**src/rtl/sid_ext_filter_pkg.sv**
```systemverilog
// Shared SID sample types plus the saturation helpers and defaults used by the
// external RC output stage.
package sid;

   typedef logic signed [23:0] s24_t;
   typedef logic signed [31:0] s32_t;
   typedef logic signed [15:0] s16_t;

   localparam s16_t EXT_LP_W0T_LSL17_DEFAULT = 16'sd13107;
   localparam int   EXT_HP_SHIFT_DEFAULT     = 17;

   // Sign-extend an s24 into the 41-bit domain sat24 works in.
   function automatic logic signed [40:0] sx41(input s24_t v);
      return {{17{v[23]}}, v};
   endfunction

   function automatic s24_t sat24(input logic signed [40:0] v);
      if (v > 41'sd8388607) return 24'sh7FFFFF;
      if (v < -41'sd8388608) return 24'sh800000;
      return v[23:0];
   endfunction

endpackage

```
**src/rtl/sid_ext_filter_if.sv**
```systemverilog
// Output sample register handshake between the external filter and the audio
// serializer. A sample moves when valid and ready are both 1 at a clk edge.
interface sid_ext_filter_if;
   import sid::*;

   s24_t sample_o;
   logic sample_valid_o;
   logic sample_ready_i;
   logic overrun_o;

   modport master (output sample_o, output sample_valid_o, output overrun_o,
                   input sample_ready_i);
   modport slave  (input sample_o, input sample_valid_o, input overrun_o,
                   output sample_ready_i);
endinterface

```
**src/rtl/sid_ext_filter_muladd.sv**
```systemverilog
// Shared registered multiply-accumulate: o <= c +/- a*b when en is high.
module muladd
   import sid::*;
(
   input  logic clk,
   input  logic rst,
   input  logic en,
   input  logic s,
   input  s32_t c,
   input  s16_t a,
   input  s16_t b,
   output s32_t o
);
   s32_t o_q, o_d, prod;

   always_comb begin
      prod = s32_t'(a) * s32_t'(b);
      o_d  = o_q;
      if (en) o_d = s ? (c - prod) : (c + prod);
   end

   always_ff @(posedge clk) begin
      if (rst) o_q <= '0;
      else     o_q <= o_d;
   end

   assign o = o_q;
endmodule

```
**src/rtl/sid_ext_filter.sv**
```systemverilog
// C64 external output stage: 1-pole low-pass then 1-pole DC-blocking high-pass,
// one sample per 8-stage sequencer round, result held in a valid/ready register.
module sid_ext_filter
   import sid::*;
#(
   parameter s16_t LP_W0T_LSL17 = EXT_LP_W0T_LSL17_DEFAULT,
   parameter int   HP_SHIFT     = EXT_HP_SHIFT_DEFAULT
) (
   input  logic             clk,
   input  logic             rst,
   input  logic [2:0]       stage,
   input  logic             bypass_i,
   input  s24_t             audio_i,
   sid_ext_filter_if.master out_if
);
   localparam int VDC_W = 24 + HP_SHIFT;

   s24_t x_q, x_d, vlp_q, vlp_d, sample_q, sample_d;
   logic signed [VDC_W-1:0] vdc_q, vdc_d;
   logic pend_q, pend_d, valid_q, valid_d, overrun_q, overrun_d;

   s24_t lp_diff, lp_step, vdc_int, y;
   s16_t mac_b;
   s32_t mac_o;
   logic mac_en, load;
   logic signed [VDC_W:0] hp_delta, hp_step;
   logic unused_bits;

   muladd u_muladd (
      .clk(clk), .rst(rst), .en(mac_en), .s(1'b0), .c(32'sd0),
      .a(LP_W0T_LSL17), .b(mac_b), .o(mac_o)
   );

   always_comb begin
      lp_diff  = sat24(sx41(x_q) - sx41(vlp_q));
      mac_b    = lp_diff[23:8];
      mac_en   = (stage == 3'd1) && pend_q;
      lp_step  = {mac_o[31], mac_o[31:9]};
      vdc_int  = vdc_q[VDC_W-1:HP_SHIFT];
      y        = bypass_i ? x_q : sat24(sx41(vlp_q) - sx41(vdc_int));
      // vdc has HP_SHIFT fraction bits, so the integer vlp is aligned by a left shift.
      hp_delta = {vlp_q[23], vlp_q, {HP_SHIFT{1'b0}}} - {vdc_q[VDC_W-1], vdc_q};
      hp_step  = hp_delta >>> HP_SHIFT;
      load     = (stage == 3'd3) && pend_q;

      x_d       = x_q;
      vlp_d     = vlp_q;
      vdc_d     = vdc_q;
      pend_d    = pend_q;
      sample_d  = sample_q;
      valid_d   = valid_q;
      overrun_d = overrun_q;

      case (stage)
         3'd0: begin
            x_d    = audio_i;
            pend_d = 1'b1;
         end
         3'd2: if (pend_q) vlp_d = sat24(sx41(vlp_q) + sx41(lp_step));
         default: ;
      endcase

      // A load always wins over a transfer in the same cycle, and is not an overrun.
      if (load) begin
         vdc_d    = vdc_q + hp_step[VDC_W-1:0];
         sample_d = y;
         valid_d  = 1'b1;
         pend_d   = 1'b0;
         if (valid_q && !out_if.sample_ready_i) overrun_d = 1'b1;
      end else if (valid_q && out_if.sample_ready_i) begin
         valid_d = 1'b0;
      end
   end

   assign unused_bits = ^{lp_diff[7:0], mac_o[8:0], hp_step[VDC_W]};

   always_ff @(posedge clk) begin
      if (rst) begin
         x_q       <= '0;
         vlp_q     <= '0;
         vdc_q     <= '0;
         pend_q    <= 1'b0;
         sample_q  <= '0;
         valid_q   <= 1'b0;
         overrun_q <= 1'b0;
      end else begin
         x_q       <= x_d;
         vlp_q     <= vlp_d;
         vdc_q     <= vdc_d;
         pend_q    <= pend_d;
         sample_q  <= sample_d;
         valid_q   <= valid_d;
         overrun_q <= overrun_d;
      end
   end

   assign out_if.sample_o       = sample_q;
   assign out_if.sample_valid_o = valid_q;
   assign out_if.overrun_o      = overrun_q;
endmodule

```
**src/flat_wrapper.sv**
```systemverilog
// flat-port wrapper written by rule: the top's interface ports become plain ports
module sid_ext_filter_flat import sid::*;
#(
   parameter s16_t LP_W0T_LSL17 = EXT_LP_W0T_LSL17_DEFAULT,
   parameter int   HP_SHIFT     = EXT_HP_SHIFT_DEFAULT
)
  (clk, rst, stage, bypass_i, audio_i, out_if_sample_o, out_if_sample_valid_o, out_if_overrun_o, out_if_sample_ready_i);
  sid_ext_filter_if out_if_i ();
  input  logic clk;
  input  logic rst;
  input  logic [2:0] stage;
  input  logic bypass_i;
  input  s24_t audio_i;
  output wire logic [$bits(out_if_i.sample_o)-1:0] out_if_sample_o;
  output wire logic [$bits(out_if_i.sample_valid_o)-1:0] out_if_sample_valid_o;
  output wire logic [$bits(out_if_i.overrun_o)-1:0] out_if_overrun_o;
  input wire logic [$bits(out_if_i.sample_ready_i)-1:0] out_if_sample_ready_i;
  assign out_if_sample_o = out_if_i.sample_o;
  assign out_if_sample_valid_o = out_if_i.sample_valid_o;
  assign out_if_overrun_o = out_if_i.overrun_o;
  assign out_if_i.sample_ready_i = out_if_sample_ready_i;
  sid_ext_filter #(.LP_W0T_LSL17(LP_W0T_LSL17), .HP_SHIFT(HP_SHIFT)) u_core (.clk(clk), .rst(rst), .stage(stage), .bypass_i(bypass_i), .audio_i(audio_i), .out_if(out_if_i));
endmodule
```
**config.mk**
```make
export PLATFORM = sky130hd
export DESIGN_NAME = sid_ext_filter_flat
export DESIGN_NICKNAME = d
export VERILOG_FILES = /design/src/rtl/sid_ext_filter_pkg.sv /design/src/rtl/sid_ext_filter_if.sv /design/src/rtl/sid_ext_filter_muladd.sv /design/src/rtl/sid_ext_filter.sv /design/src/flat_wrapper.sv
export SDC_FILE = /design/constraint.sdc
export NUM_CORES = 1
export LEC_CHECK = 0
export ABC_CLOCK_PERIOD_IN_PS = 12300
export CAP_MARGIN = 20
export CORE_MARGIN = 2
export CORE_UTILIZATION = 45
export CTS_CLUSTER_DIAMETER = 80
export CTS_CLUSTER_SIZE = 40
export DETAILED_ROUTE_END_ITERATION = 12
export PLACE_DENSITY_LB_ADDON = 0.12
export SYNTH_ARGS = -nofsm -noshare
export SYNTH_HDL_FRONTEND = slang
export SYNTH_HIERARCHICAL = 1
export SYNTH_SLANG_ARGS = --single-unit
```
**constraint.sdc**
```tcl
create_clock -name clk -period 12.3 [get_ports clk]
set_input_delay 2.46 -clock clk [delete_from_list [all_inputs] [get_ports clk]]
set_output_delay 2.46 -clock clk [all_outputs]
set_load 0.03 [all_outputs]
```
* Word-level counts from Yosys, hierarchy flattened
Cells that the tools add are included.
Operators by class: add/sub/neg operators 5, multiply operators 1, magnitude comparators 6, equal/unequal tests 3, muxes and demuxes 28, reduce and logical (&&, ||, !) cells 10
Operators by type and width (number):
- 24-bit 2-to-1 mux | 13
- 41-bit by 24-bit > comparator with 1-bit output, second input constant | 3
- 41-bit by 24-bit less-than comparator with 1-bit output, second input constant | 3
- 24-bit by 24-bit subtractor with 25-bit output | 2
- 41-bit by 41-bit subtractor with 42-bit output | 1
- 41-bit adder | 1
- 15-bit by 16-bit multiplier with 31-bit output, first input constant | 1
- 24-bit by 22-bit adder with 25-bit output | 1
- 1-bit 2-to-1 mux | 15
- 3-bit by 2-bit equality test with 1-bit output, second input constant | 2
- 1-bit logical AND | 4
- 2-bit AND reduction | 2
- 3-bit by 1-bit equality test with 1-bit output, second input constant | 1
- 3-bit logical NOT | 1
- 2-bit nonzero test | 1
- 2-bit OR reduction | 1
- 1-bit logical NOT | 1
Storage, ports and cells: flip-flop bits (word level) 147, input bits 31, output and inout port bits 26, word-level logic and storage cells 61

* Depth between registers and ports, before layout
Gate-level depths: netlist (run 1).
depth in word-level cells 10, gate-level depth with buffers 51, mapped depth without buffers 48

* By module
Netlist (run 1), hierarchy kept.
Modules (own cells, without submodules):
- muladd | instances 1, cells an instance 1610, area each 13774.5 um^2, sequential area each 640.6 um^2
- sid_ext_filter | instances 1, cells an instance 1563, area each 11564.8 um^2, sequential area each 2322.2 um^2

* Worst setup path after synthesis (run 1)
OpenSTA, ideal clock, no wires.
kind flip-flop to flip-flop, start point register u_core.vlp_q[0], end point register u_core.u_muladd.o_q[29] (netlist: u_core/u_muladd/o[29]), library setup time 130 ps, data arrival time 10498 ps, data required time 12170 ps, slack 1672 ps, stages on the path, launching flop included 46, path buffers 2, clock period less this slack 10628 ps, cells stage by stage dfxtp_1 ha_1 inv_1 fa_1 a211oi_1 o21a_1 o211ai_1 nand3_1 nand3_1 a221oi_1 nor2_1 a2bb2oi_1 clkbuf_1 maj3_1 clkbuf_1 and2_1 fa_1 inv_1 [10 not listed] a22oi_1 or3_1 a21oi_1 xor2_1 and4bb_1 and3_1 a21oi_1 xnor2_1 ha_1 and3_1 and2_1 a41oi_1 o221ai_1 o31a_1 a21o_1 a21oi_1 xor2_1 o22ai_1
Between the ends: word-level cells in the longest chain between the ends 7, elaborated cells on any way between the ends 10, those cells by class add/sub (1); mul (1); order compare (2); mux (6)
Ends and longest elaborated chain:
- start: declaration | line sid_ext_filter.sv:18 | s24_t x_q, x_d, vlp_q, vlp_d, sample_q, sample_d;
- start signal: assignment | line sid_ext_filter.sv:88 | vlp_q <= vlp_d;
- 24-bit by 24-bit subtractor with 25-bit output * | line sid_ext_filter.sv:35 | lp_diff = sat24(sx41(x_q) - sx41(vlp_q));
- 41-bit by 24-bit less-than comparator with 1-bit output | line sid_ext_filter_pkg.sv:19 | if (v < -41'sd8388608) return 24'sh800000;
- 1-bit 2-to-1 mux (2 in series) | line sid_ext_filter_pkg.sv:19
- 24-bit 2-to-1 mux | line sid_ext_filter_pkg.sv:20 | return v[23:0];
- 24-bit 2-to-1 mux * | line sid_ext_filter_pkg.sv:19
- via u_core.lp_diff[14] | line sid_ext_filter.sv:22 | s24_t lp_diff, lp_step, vdc_int, y;
- 15-bit by 16-bit multiplier with 31-bit output * | line sid_ext_filter_muladd.sv:17 | prod = s32_t'(a) * s32_t'(b);
- end signal: assignment | line sid_ext_filter_muladd.sv:23 | if (rst) o_q <= '0;
- end signal: assignment | line sid_ext_filter_muladd.sv:24 | else o_q <= o_d;
- end: declaration | line sid_ext_filter_muladd.sv:14 | s32_t o_q, o_d, prod;
The timed path passes the listed nets; every way through them passes the cells marked *. The select of a mux whose other input is x is not followed. A chain may end at the register's enable or synchronous reset.

* Worst setup path after layout (run 1)
Ends and elaborated chain as after synthesis.

==> results.sh, run 1 <==
export IMPL_outcome="finished, final reports clean"
export IMPL_rsz0062_at_grt="no"
export IMPL_cp_max_fo=16
export IMPL_final_max_slew_viol_count=0
export IMPL_clk_pin_slew_ns=0.07
export IMPL_relSlewSlack=0.346
export IMPL_grt_first_pass_wirelength_um=122000
export IMPL_clock_latency_ns=0.45
export IMPL_hold_viol=0
export IMPL_nets=3787
export IMPL_fp_row_count=86
export IMPL_overflow=0
export IMPL_crit_path_start_kind="register"
export IMPL_path_common_cell="fa_1"
export IMPL_drtPass1Iterations=6
export IMPL_ctsHtreeMaxLevel=4
export IMPL_cts_num_sinks=139
export IMPL_grt_max_degree=72
export IMPL_hold_path_class="register to register"
export IMPL_drc=0
export IMPL_min_period_ns=11.68
export IMPL_drtIter0Drc=1791
export IMPL_vias=22300
export IMPL_max_slew_worst_pin_slew_ns=0.978
export IMPL_synthCells=3130
export IMPL_vias_per_cell=5.56
export IMPL_ys_warnings_count=6
export IMPL_syn_area_per_cell_um2=7.97
export IMPL_clockRootBuffer="clkbuf_16"
export IMPL_crit_type="register to register"
export IMPL_die_h_um=239
export IMPL_gp_congestion=0.968
export IMPL_start_util=0.454
export IMPL_cp_data_arrival_time_ns=11.99
export IMPL_met2_wirelength_um=33900
export IMPL_place_hpwl_um=63800
export IMPL_cp_required_ns=12.62
export IMPL_cp_slowest_cell="dfxtp_1"
export IMPL_antenna_found_initial=0
export IMPL_tns_ns=0
export IMPL_grt_pass1_vias=21700
export IMPL_skew_ns=0.00888
export IMPL_max_cap_violations=0
export IMPL_gr_usage_all_layers=0.273
export IMPL_numCtsBuffers=17
export IMPL_wl_per_cell_um=19.1
export IMPL_ctsHoldBuffers=0
export IMPL_wl_met3_um=3780
export IMPL_core_area_um2=55000
export IMPL_routed_top_layer="met4"
export IMPL_period_share=0.949
export IMPL_placement_io_buffers=56
export IMPL_cts_tree="yes"
export IMPL_synthToLayoutAreaGrowth_pct=9.79
export IMPL_wl_met1_um=38200
export IMPL_syn_area_um2=24900
export IMPL_cts_buffer_depth=2
export IMPL_fp_dieW_um=239
export IMPL_wirelength_um=76800
export IMPL_die_area_um2=57300
export IMPL_fmax_mhz=85.6
export IMPL_setup_violations=0
export IMPL_ios=57
export IMPL_ant_nets=0
export IMPL_n_antenna_cell=0
export IMPL_cpPeakStageDelay_ns=0.53
export IMPL_layout_drive_gt1_share=0.0431
export IMPL_end_kind="register"
## critical path: cells and delay by family (launching register included)
family | cells | cell delay [ns]
xor+xnor | 3 | 0.61
buf+inv | 6 | 0.53
flops | 1 | 0.53
compound gates | 15 | 3.15
fa+ha+maj | 11 | 4.74
simple gates | 9 | 1.95
## per-stage QoR
step | hold WS [ns] | instances | setup WS [ns] | area (µm²) | util
2_1_floorplan | 0.429 | 3277 | 1.68 | 25500 | -
3_3_place_gp | 0.445 | 3984 | 0.277 | 26700 | 0.486
3_5_place_dp | 0.450 | 3984 | 0.121 | 26700 | 0.486
4_1_cts | 0.459 | 4016 | 0.0546 | 27300 | 0.497
5_1_grt | 0.477 | 4018 | 0.00611 | 27400 | 0.498
6_report | 0.455 | 4018 | 0.622 | 27400 | 0.498
## state kept, by name, summed over array words and instances (netlist names)
name and cells:
u_core/u_muladd/o 23, u_core/out_if.overrun_o 1, u_core/out_if.sample_o 24, u_core/pend_q 1, u_core/vlp_q 24, u_core/x_q 24
u_core/vdc_q 41, u_core/out_if.sample_valid_o 1
## layout make-up
cell class,instances,area [µm²]
flip-flops and latches,139,2780
clock buffers,19,453
multi-input cells,2579,20700
repair buffers,90,811
well taps,748,936
inverters,430,1610
clock inverters,13,131
fillers,5434,27600
## routing by layer
layer,vias up,track usage
met4,0,0.0403
met3,40,0.0315
met5,-,0
met1,11000,0.415
met2,538,0.422
li1,10700,-
## repair_timing
action | in CTS | in global routing
resized for setup | 0 | 15
setup buffers | 0 | 1
setup endpoints to repair | 0 | 13
## placed cells by master (no fill, tap or decap), types with 121 or more instances in the layout
cell,instances
xnor2_1,121
nor2_1,167
o21ai_0,145
inv_1,430
fa_1,267
dfxtp_1,138
a21oi_1,238
and2_1,132
conb_1,149
nand2_1,338
ha_1,232
## final timing paths
check	cells after the start	to	slack [ns]	startpoint
setup reg to reg	44	u_core/u_muladd/o[29]	0.62	u_core/vlp_q[0]
hold / removal	2	u_core/out_if.sample_o[3]	0.45	u_core/out_if.sample_o[3]
hold reg to reg	2	u_core/out_if.sample_o[3]	0.45	u_core/out_if.sample_o[3]
setup / recovery	44	u_core/u_muladd/o[29]	0.62	u_core/vlp_q[0]
Power of run 1 is not shown: default switching activity piles up to over one toggle a cycle in this logic, so the estimate is an artifact.
==> run 2: changes to the inputs <==
Settings changed: ABC_AREA from default to 1.
==> results.sh, run 2 <==
export IMPL_outcome="finished, final reports clean"
export IMPL_clk_pin_slew_ns=0.06
export IMPL_clock_latency_ns=0.46
export IMPL_grt_use_met3=0.0236
export IMPL_min_from="u_core/out_if.sample_o[15]"
export IMPL_synthCells=4141
export IMPL_vias=25100
export IMPL_cts_tree="yes"
export IMPL_r2r_start="u_core/vlp_q[1]"
export IMPL_overflow=0
export IMPL_gr_max_usage_layer="met2"
export IMPL_gr_usage_met1=0.350
export IMPL_vias_per_cell=5.05
export IMPL_fp_row_count=89
export IMPL_period_share=0.873
export IMPL_drtPass1Iterations=6
export IMPL_placement_io_buffers=56
export IMPL_ctsHtreeMaxLevel=4
export IMPL_cp_max_fo=16
export IMPL_max_cap_violations=0
export IMPL_grt_max_degree=65
export IMPL_grt_first_pass_wirelength_um=138000
export IMPL_place_area_um2=28500
export IMPL_largest_reg_flops=41
export IMPL_cts_buffer_depth=2
export IMPL_drc=0
export IMPL_cp_required_ns=12.65
export IMPL_min_period_ns=10.73
export IMPL_layout_drive_gt1_share=0.0575
export IMPL_ys_warnings_count=6
export IMPL_ant_nets=0
export IMPL_gp_congestion=0.971
export IMPL_fmax_mhz=93.2
export IMPL_antenna_found_initial=0
export IMPL_ios=57
export IMPL_final_max_slew_viol_count=0
export IMPL_cp_slowest_cell="nand2_1"
export IMPL_ctsResizeCount=0
export IMPL_stdcell_area_um2=29200
export IMPL_ctsHoldBuffers=0
export IMPL_hold_viol=0
export IMPL_rsz0062_at_grt="no"
export IMPL_place_inst=4952
export IMPL_wirelength_um=85200
export IMPL_n_antenna_cell=0
export IMPL_relSlewSlack=0.232
export IMPL_hold_path_class="register to register"
export IMPL_syn_area_per_cell_um2=6.55
export IMPL_setup_violations=0
export IMPL_clockRootBuffer="clkbuf_16"
export IMPL_nets=4728
export IMPL_crit_path_start_kind="register"
export IMPL_post_cts_buffers=0
export IMPL_startpoint="u_core/vlp_q[1]"
export IMPL_path_common_cell="nand2_1"
export IMPL_final_cells=4984
export IMPL_max_slew_worst_pin_slew_ns=1.15
export IMPL_drtIter0Drc=1569
export IMPL_numCtsBuffers=17
export IMPL_grt_pass1_vias=25200
export IMPL_start_util=0.457
export IMPL_tns_ns=0
export IMPL_final_common_cell="nand2_1"
export IMPL_gr_usage_all_layers=0.281
export IMPL_grt_use_met2=0.501
export IMPL_end_kind="register"
export IMPL_wl_per_cell_um=17.1
export IMPL_die_area_um2=62300
export IMPL_final_cell_mix="1004 x nand2_1, 907 x inv_1, 295 x a21oi_1, 282 x nor2_1, 267 x fa_1"
export IMPL_die_h_um=250
export IMPL_syn_area_um2=27100
export IMPL_synthToLayoutAreaGrowth_pct=7.48
export IMPL_core_area_um2=59400
export IMPL_cts_num_sinks=139
export IMPL_place_hpwl_um=70900
export IMPL_skew_ns=0.0117
export IMPL_cp_data_arrival_time_ns=11.08
export IMPL_crit_type="register to register"
export IMPL_regMostFlops="u_core/vdc_q"
export IMPL_fp_dieW_um=250
export IMPL_cpPeakStageDelay_ns=0.87
## run 2: cell count changes in the layout (fill, tap and decap cells not counted), sizes merged, moves of 51 or more
| cell | delta |
|---|---|
| a21o | -66 |
| a21oi | +89 |
| and2 | -130 |
| conb | -56 |
| inv | +486 |
| nand2 | +760 |
| nand3 | +117 |
| nor2 | +139 |
| o21ai | +51 |
| xnor2 | -76 |
## run 2: worst paths after layout
check / slack [ns] / cells after the start / endpoint
max: 1.57 / 49 / u_core/u_muladd/o[31]
min: 0.47 / 2 / u_core/out_if.sample_o[15]
max reg2reg: 1.57 / 49 / u_core/u_muladd/o[31]
min reg2reg: 0.47 / 2 / u_core/out_if.sample_o[15]
## run 2: worst max-delay path: cells and delay by family, from the launching register on
kind	cells	cell delay, ns
flip-flops	1	0.44
buffers and inverters	8	0.54
adder cells (fa/ha/maj)	9	4.12
XOR/XNOR	2	0.44
AO/OA/AOI/OAI	4	1.00
AND/OR/NAND/NOR	26	4.09
## run 2: layer usage
layer  vias up  wire, µm
met2       581     41700
met1     11700     36700
met5         -         0
met3       122      3380
met4         0      3500
li1      12700         -
## run 2: per-stage QoR
stage               utilization  setup slack, ns  hold slack [ns]
CTS                       0.491             1.63            0.476
detailed placement        0.481             1.64            0.466
global placement          0.481             1.63            0.455
global route              0.491            0.747            0.500
finish                    0.491             1.57            0.474
floorplan                     -             3.42            0.448
## run 2: final cells by class
class	instances	area, µm²
well taps	773	967
flip-flops and latches	139	2780
repair buffers	66	633
multi-input cells	3054	20700
inverters	920	3450
clock buffers	19	443
fillers	6302	30200
clock inverters	13	164
Power of run 2 is left out for the same reason.
